**src/rtl/snappy_sync_fifo_if.sv**
```systemverilog
`default_nettype none
// ============================================================================
//  Module   : snappy_sync_fifo_if
//  Brief    : Write/read/status bundle for snappy_sync_fifo.
//  Revision : 1.0 - initial release
// ============================================================================
interface snappy_sync_fifo_if #(
  parameter int WIDTH = 89,
  parameter int DEPTH = 8
);
  localparam int c_CNT_W = $clog2(DEPTH) + 1;

  logic [WIDTH-1:0]   din;
  logic               wr_en;
  logic               full;
  logic               almost_full;
  logic               prog_full;
  logic               overflow;
  logic               rd_en;
  logic [WIDTH-1:0]   dout;
  logic               valid;
  logic               empty;
  logic               underflow;
  logic [c_CNT_W-1:0] data_count;

  modport master (
    output din, wr_en, rd_en,
    input  full, almost_full, prog_full, overflow,
    input  dout, valid, empty, underflow, data_count
  );

  modport slave (
    input  din, wr_en, rd_en,
    output full, almost_full, prog_full, overflow,
    output dout, valid, empty, underflow, data_count
  );
endinterface
`default_nettype wire

```
**src/rtl/snappy_sync_fifo.sv**
```systemverilog
`default_nettype none
// ============================================================================
//  Module   : snappy_sync_fifo
//  Brief    : Single-clock FIFO with standard or FWFT read, all status
//             derived from one occupancy counter.
//  Revision : 1.0 - initial release
// ============================================================================
module snappy_sync_fifo #(
  parameter int WIDTH            = 89,
  parameter int DEPTH            = 8,
  parameter int PROG_FULL_THRESH = 3,
  parameter int FWFT             = 0
) (
  input  logic              clk,
  input  logic              srst,
  snappy_sync_fifo_if.slave bus
);
  localparam int c_AW = $clog2(DEPTH);
  localparam int c_CW = c_AW + 1;
  localparam logic [c_CW-1:0] c_FULL_CNT  = c_CW'(DEPTH);
  localparam logic [c_CW-1:0] c_AFULL_CNT = c_CW'(DEPTH - 1);
  localparam logic [c_CW-1:0] c_PFULL_CNT = c_CW'(PROG_FULL_THRESH);

  logic [WIDTH-1:0] r_mem [DEPTH];
  logic [c_AW-1:0]  r_wr_ptr;
  logic [c_AW-1:0]  r_rd_ptr;
  logic [c_CW-1:0]  r_count;
  logic             r_overflow;
  logic             r_underflow;

  logic             w_full;
  logic             w_empty;
  logic             w_wr_acc;
  logic             w_rd_acc;
  logic [WIDTH-1:0] w_head;

  assign w_full   = (r_count == c_FULL_CNT);
  assign w_empty  = (r_count == '0);
  // Accept decisions look only at start-of-cycle occupancy, never at the
  // opposite port, so full rejects writes and empty rejects reads outright.
  assign w_wr_acc = bus.wr_en && !w_full;
  assign w_rd_acc = bus.rd_en && !w_empty;
  assign w_head   = r_mem[r_rd_ptr];

  always_ff @(posedge clk) begin
    if (w_wr_acc && !srst) begin
      r_mem[r_wr_ptr] <= bus.din;
    end
  end

  always_ff @(posedge clk) begin
    if (srst) begin
      r_wr_ptr    <= '0;
      r_rd_ptr    <= '0;
      r_count     <= '0;
      r_overflow  <= 1'b0;
      r_underflow <= 1'b0;
    end else begin
      if (w_wr_acc) r_wr_ptr <= r_wr_ptr + 1'b1;
      if (w_rd_acc) r_rd_ptr <= r_rd_ptr + 1'b1;
      case ({w_wr_acc, w_rd_acc})
        2'b10:   r_count <= r_count + 1'b1;
        2'b01:   r_count <= r_count - 1'b1;
        default: r_count <= r_count;
      endcase
      r_overflow  <= bus.wr_en && w_full;
      r_underflow <= bus.rd_en && w_empty;
    end
  end

  assign bus.full        = w_full;
  assign bus.empty       = w_empty;
  assign bus.almost_full = (r_count >= c_AFULL_CNT);
  assign bus.prog_full   = (r_count >= c_PFULL_CNT);
  assign bus.data_count  = r_count;
  assign bus.overflow    = r_overflow;
  assign bus.underflow   = r_underflow;

  generate
    if (FWFT != 0) begin : g_fwft
      assign bus.dout  = w_head;
      assign bus.valid = !w_empty;
    end else begin : g_std
      logic [WIDTH-1:0] r_dout;
      logic             r_valid;

      always_ff @(posedge clk) begin
        if (srst) begin
          r_dout  <= '0;
          r_valid <= 1'b0;
        end else begin
          if (w_rd_acc) r_dout <= w_head;
          r_valid <= w_rd_acc;
        end
      end

      assign bus.dout  = r_dout;
      assign bus.valid = r_valid;
    end
  endgenerate
endmodule
`default_nettype wire

```
**src/flat_wrapper.sv**
```systemverilog
// flat-port wrapper written by rule: the top's interface ports become plain ports
module snappy_sync_fifo_flat 
#(
  parameter int WIDTH            = 89,
  parameter int DEPTH            = 8,
  parameter int PROG_FULL_THRESH = 3,
  parameter int FWFT             = 0
)
  (clk, srst, bus_din, bus_wr_en, bus_rd_en, bus_full, bus_almost_full, bus_prog_full, bus_overflow, bus_dout, bus_valid, bus_empty, bus_underflow, bus_data_count);
  snappy_sync_fifo_if #(.WIDTH(WIDTH), .DEPTH(DEPTH)) bus_i ();
  input  logic clk;
  input  logic srst;
  input wire logic [$bits(bus_i.din)-1:0] bus_din;
  input wire logic [$bits(bus_i.wr_en)-1:0] bus_wr_en;
  input wire logic [$bits(bus_i.rd_en)-1:0] bus_rd_en;
  output wire logic [$bits(bus_i.full)-1:0] bus_full;
  output wire logic [$bits(bus_i.almost_full)-1:0] bus_almost_full;
  output wire logic [$bits(bus_i.prog_full)-1:0] bus_prog_full;
  output wire logic [$bits(bus_i.overflow)-1:0] bus_overflow;
  output wire logic [$bits(bus_i.dout)-1:0] bus_dout;
  output wire logic [$bits(bus_i.valid)-1:0] bus_valid;
  output wire logic [$bits(bus_i.empty)-1:0] bus_empty;
  output wire logic [$bits(bus_i.underflow)-1:0] bus_underflow;
  output wire logic [$bits(bus_i.data_count)-1:0] bus_data_count;
  assign bus_i.din = bus_din;
  assign bus_i.wr_en = bus_wr_en;
  assign bus_i.rd_en = bus_rd_en;
  assign bus_full = bus_i.full;
  assign bus_almost_full = bus_i.almost_full;
  assign bus_prog_full = bus_i.prog_full;
  assign bus_overflow = bus_i.overflow;
  assign bus_dout = bus_i.dout;
  assign bus_valid = bus_i.valid;
  assign bus_empty = bus_i.empty;
  assign bus_underflow = bus_i.underflow;
  assign bus_data_count = bus_i.data_count;
  snappy_sync_fifo #(.WIDTH(WIDTH), .DEPTH(DEPTH), .PROG_FULL_THRESH(PROG_FULL_THRESH), .FWFT(FWFT)) u_core (.clk(clk), .srst(srst), .bus(bus_i));
endmodule
```
**config.mk**
```make
export PLATFORM = sky130hd
export DESIGN_NAME = snappy_sync_fifo_flat
export DESIGN_NICKNAME = d
export VERILOG_FILES = /design/src/rtl/snappy_sync_fifo_if.sv /design/src/rtl/snappy_sync_fifo.sv /design/src/flat_wrapper.sv
export SDC_FILE = /design/constraint.sdc
export NUM_CORES = 1
export LEC_CHECK = 0
export BUFFER_PORTS_ARGS = -buffer_cell sky130_fd_sc_hd__buf_2
export CAP_MARGIN = 20
export CORE_MARGIN = 2
export CORE_UTILIZATION = 40
export CTS_BUF_LIST = sky130_fd_sc_hd__clkbuf_2
export DETAILED_ROUTE_END_ITERATION = 10
export MAX_ROUTING_LAYER = met4
export SETUP_SLACK_MARGIN = 0.2
export SYNTH_ARGS = -nofsm -noshare
export SYNTH_HDL_FRONTEND = slang
export SYNTH_SLANG_ARGS = --single-unit
```
**constraint.sdc**
```tcl
create_clock -name clk -period 16.18 [get_ports clk]
set_input_delay 3.236 -clock clk [delete_from_list [all_inputs] [get_ports clk]]
set_output_delay 3.236 -clock clk [all_outputs]
set_load 0.01 [all_outputs]
```
==> impl.org <==
** Synthesis
- The number of different library cells used by synthesis comes to 37.
- Among all flip-flop cells after synthesis, the most frequent one is edfxtp_1.
- The Yosys step of the flow raised 0 warnings.
- By count the netlist is led by edfxtp_1, mux4_2, nor2_1.
- Post-Synthesis Net Count :: 1508
- Area fraction of the dominant cell type after synthesis :: 71.9%
- Avg Synthesized Cell Area :: 21.1 um2
- Count of flip-flops with a built-in enable after synthesis :: 712
- Synth Instances :: 1410
- Sequential elements use 78.8% of the synthesized area.
- Leading post-synthesis cells by cell area :: edfxtp_1, mux4_2, dfxtp_1
- Post-synth ARST share :: 0%
- Top-count cell post-synth :: edfxtp_1
- Synth Register Bits :: 814
- Post-Synthesis Cell Area :: 29700 um2
- Library cell occupying the most area in the post-synthesis netlist :: edfxtp_1

** STA
- Across the routed clock network, the largest skew measured is 0.101 ns.
- Setup-violating endpoint count in the final report :: 0
- Measured against its own limit, the worst slew margin works out to 25.7%.
- Worst Setup Slack, final :: 10.10 ns
- Counting I/O delays and the setup requirement, the final critical path takes 6.08 ns.
- For the pin with the worst max-slew slack, the measured transition is 1.11 ns.
- Post-route fraction of the period consumed by the critical path :: 37.6%
- Based on the critical path, the design can be clocked at up to 165 MHz.
- Final sum of negative setup slack :: 0 ns
- Setup repair after global routing left no endpoint under its margin.
- Final slew viol count :: 0
- Hold Vio Cnt, Final :: 0

** GRT
- The number of antenna violations at the first check in global routing came to 19.
- Via count of the first global-routing pass :: 15865
- Total routing resource utilization after global routing :: 17.9%
- Met3 GRT Util :: 5.05%
- Entering global routing, the biggest net connects 125 pins.
- Summed over all layers, the global routing overflow is 0.
- Met2 global-route usage :: 28.9%
- Global routing's busiest layer :: met2
- Met1 global-route usage :: 21.9%
- The first global-routing pass estimated 98800 um of wire.

** Finish
- Number of nets in the finished design :: 1836
- Share of final-layout standard cells stronger than drive strength 1 :: 38.8%
- Fill cells in the final layout number 6320.
- Relative to the synthesized area, the layout overhead comes to 12.9%.

** CTS
- The clock passes through at most 3 buffers.
- The number of gates resized after CTS was 0.
- The tree is rooted in a clkbuf_2.
- Clock-pin slew was measured on the worst setup and hold paths at 0.11 ns.
- Post-CTS timing repair inserted 0 buffers for setup.
- H-tree depth :: 4
- Buffers inserted during clock tree synthesis total 195.
- The clock reaches the later pin of the worst-skew pair after 1.35 ns.
- The number of hold buffers added after CTS was 0.
- TritonCTS built the clock tree.
- Sink count of the clock tree :: 814

** Place
- Post-DP HPWL :: 34800 um
- Buffers on Ports :: 192
- Worst-case setup slack after placement :: 9.44 ns
- Routability cong. :: 0.715

** Worst setup path
- Max stage delay cell, worst path :: or4b_2
- Startpoint kind of the worst setup timing path :: register
- Peak per-stage delay on the critical path :: 0.81 ns
- Worst Path Arrival :: 2.84 ns
- Data required time at the worst endpoint :: 12.94 ns
- Critical path class :: reg -> out
- Of all nets on the critical path, the largest fanout is 10.
- STA classifies the critical path endpoint as an output pin.
- Walking the worst path, the cells encountered are or4b_2 > inv_1 > buf_2.

** Routing
- Mean routed wirelength per cell :: 23.0 um
- Dividing the detail-routed via count by the number of cells gives 5.21.
- Once detail routing completed, the nets flagged for antenna violations numbered 0.
- In this run, the number of DRC markers left after iteration 0 of detailed routing was 971.
- The routed layout has 15003 vias.
- After detailed routing, the number of remaining DRC violations is 0.
- 1st-pass router iterations :: 5
- Routed wire length :: 66100 um

** Floorplanning
- Height of the die :: 277 um
- The floorplan step defined a die boundary enclosing 76500 um2.
- Measured along the x axis, the die boundary spans 277 um.
- # IOs :: 193
- The core region is 73200 um2.
- Once the floorplan was initialized, standard cells occupied 40.6% of the core.
- After floorplanning, the core was divided into 99 placement rows.

** Status
- The flow ran to the end, and the final reports show no timing, DRC or antenna violations.

** Min path
- The tightest min-delay check is of the reg -> reg type.

** Pwr
- Max IR drop VDD :: 0.000108 V
- For this design the static power due to leakage is 11.2 nW.
- Dividing total power by cell area gives a power density of 141 nW/um2.

** Flow run
- Reported max-cap violation count :: 0
==> worst paths after layout <==
check | start | to | slack (ns) | depth (start not counted)
setup / recovery | u_core.bus.data_count[0] | bus_full | 10.10 | 3
hold / removal | u_core.bus.dout[60] | u_core.bus.dout[60] | 0.50 | 2
setup reg to reg | u_core.bus.data_count[0] | u_core.r_mem[4][48] | 12.54 | 5
hold reg to reg | u_core.bus.dout[60] | u_core.bus.dout[60] | 0.50 | 2
==> registers in the layout, summed over array words and instances (netlist names) <==
name / cells
u_core.bus.overflow: 1
u_core.bus.data_count: 4
u_core.r_rd_ptr: 3
u_core.r_wr_ptr: 3
u_core.bus.valid: 1
u_core.bus.dout: 89
u_core.bus.underflow: 1
u_core.r_mem: 712
==> final cells by class <==
cell class,count,area (um2),area share (%)
flip-flops and latches,814,23400,69.8
multi-input cells,510,5890,17.6
clock buffers,300,1500,4.47
well taps,959,1200,3.58
repair buffers,216,1180,3.52
clock inverters,63,317,0.943
diodes,15,37.5,0.112
inverters,1,3.75,0.0112
==> layout by cell type (no fill, tap or decap), drive strengths merged, types with 2 or more instances in the layout <==
master / count
clkinv: 54
nand2: 6
xor2: 6
diode: 15
a21oi: 3
clkbuf: 300
o21ai: 2
nor3: 91
nor2: 105
o22ai: 90
mux4: 178
or3: 2
dfxtp: 102
nor2b: 2
clkinvlp: 4
ha: 5
nand2b: 5
mux2i: 2
buf: 216
inv: 6
edfxtp: 712
nand3: 2
==> layer usage <==
layer,vias to the layer above,part of all wire [%]
met4,0,1.8
met3,110,5.9
met2,438,50
met1,7814,42
met5,-,0
li1,6641,-
==> per-stage QoR <==
stage / cell area, um2 / power [mW] / hold WS [ns] / instances / utilization (%)
finish: 33600 / 4.75 / 0.495 / 2878 / 45.8
global route: 33600 / 5.01 / 0.524 / 2878 / 45.8
CTS: 33500 / 4.84 / 0.496 / 2861 / 45.7
detailed placement: 31700 / 3.50 / 0.478 / 2498 / 43.3
global placement: 31700 / 3.49 / 0.475 / 2498 / 43.3
floorplan: 29700 / 3.19 / 0.498 / 1410 / -
==> logic make-up (layout without fill, tap and decap cells) <==
kind of cell,Yosys count,after routing,synth area share (%)
DFF,814,814,78.8
AOI/OAI and AO/OA,99,99,2.11
and+or+nand+nor,218,218,3.50
muxes,181,181,13.6
adders and majority gates,5,5,0.211
buffers and inverters,86,580,1.56
xor gates and xnor gates,7,7,0.206
other,0,15,0
==> worst max-delay path: cells and delay by family (launching register included) <==
family	cells	cell delay, ns
flip-flops	1	0.44
AND/OR/NAND/NOR	1	0.81
buffers and inverters	2	0.29
==> where the power goes <==
group          internal, mW  switching (mW)  leakage (nW)
clock                 0.506           0.815          1.38
sequential             2.43           0.102          7.27
combinational         0.390           0.505          2.55
(Power assumes the default switching activity.)
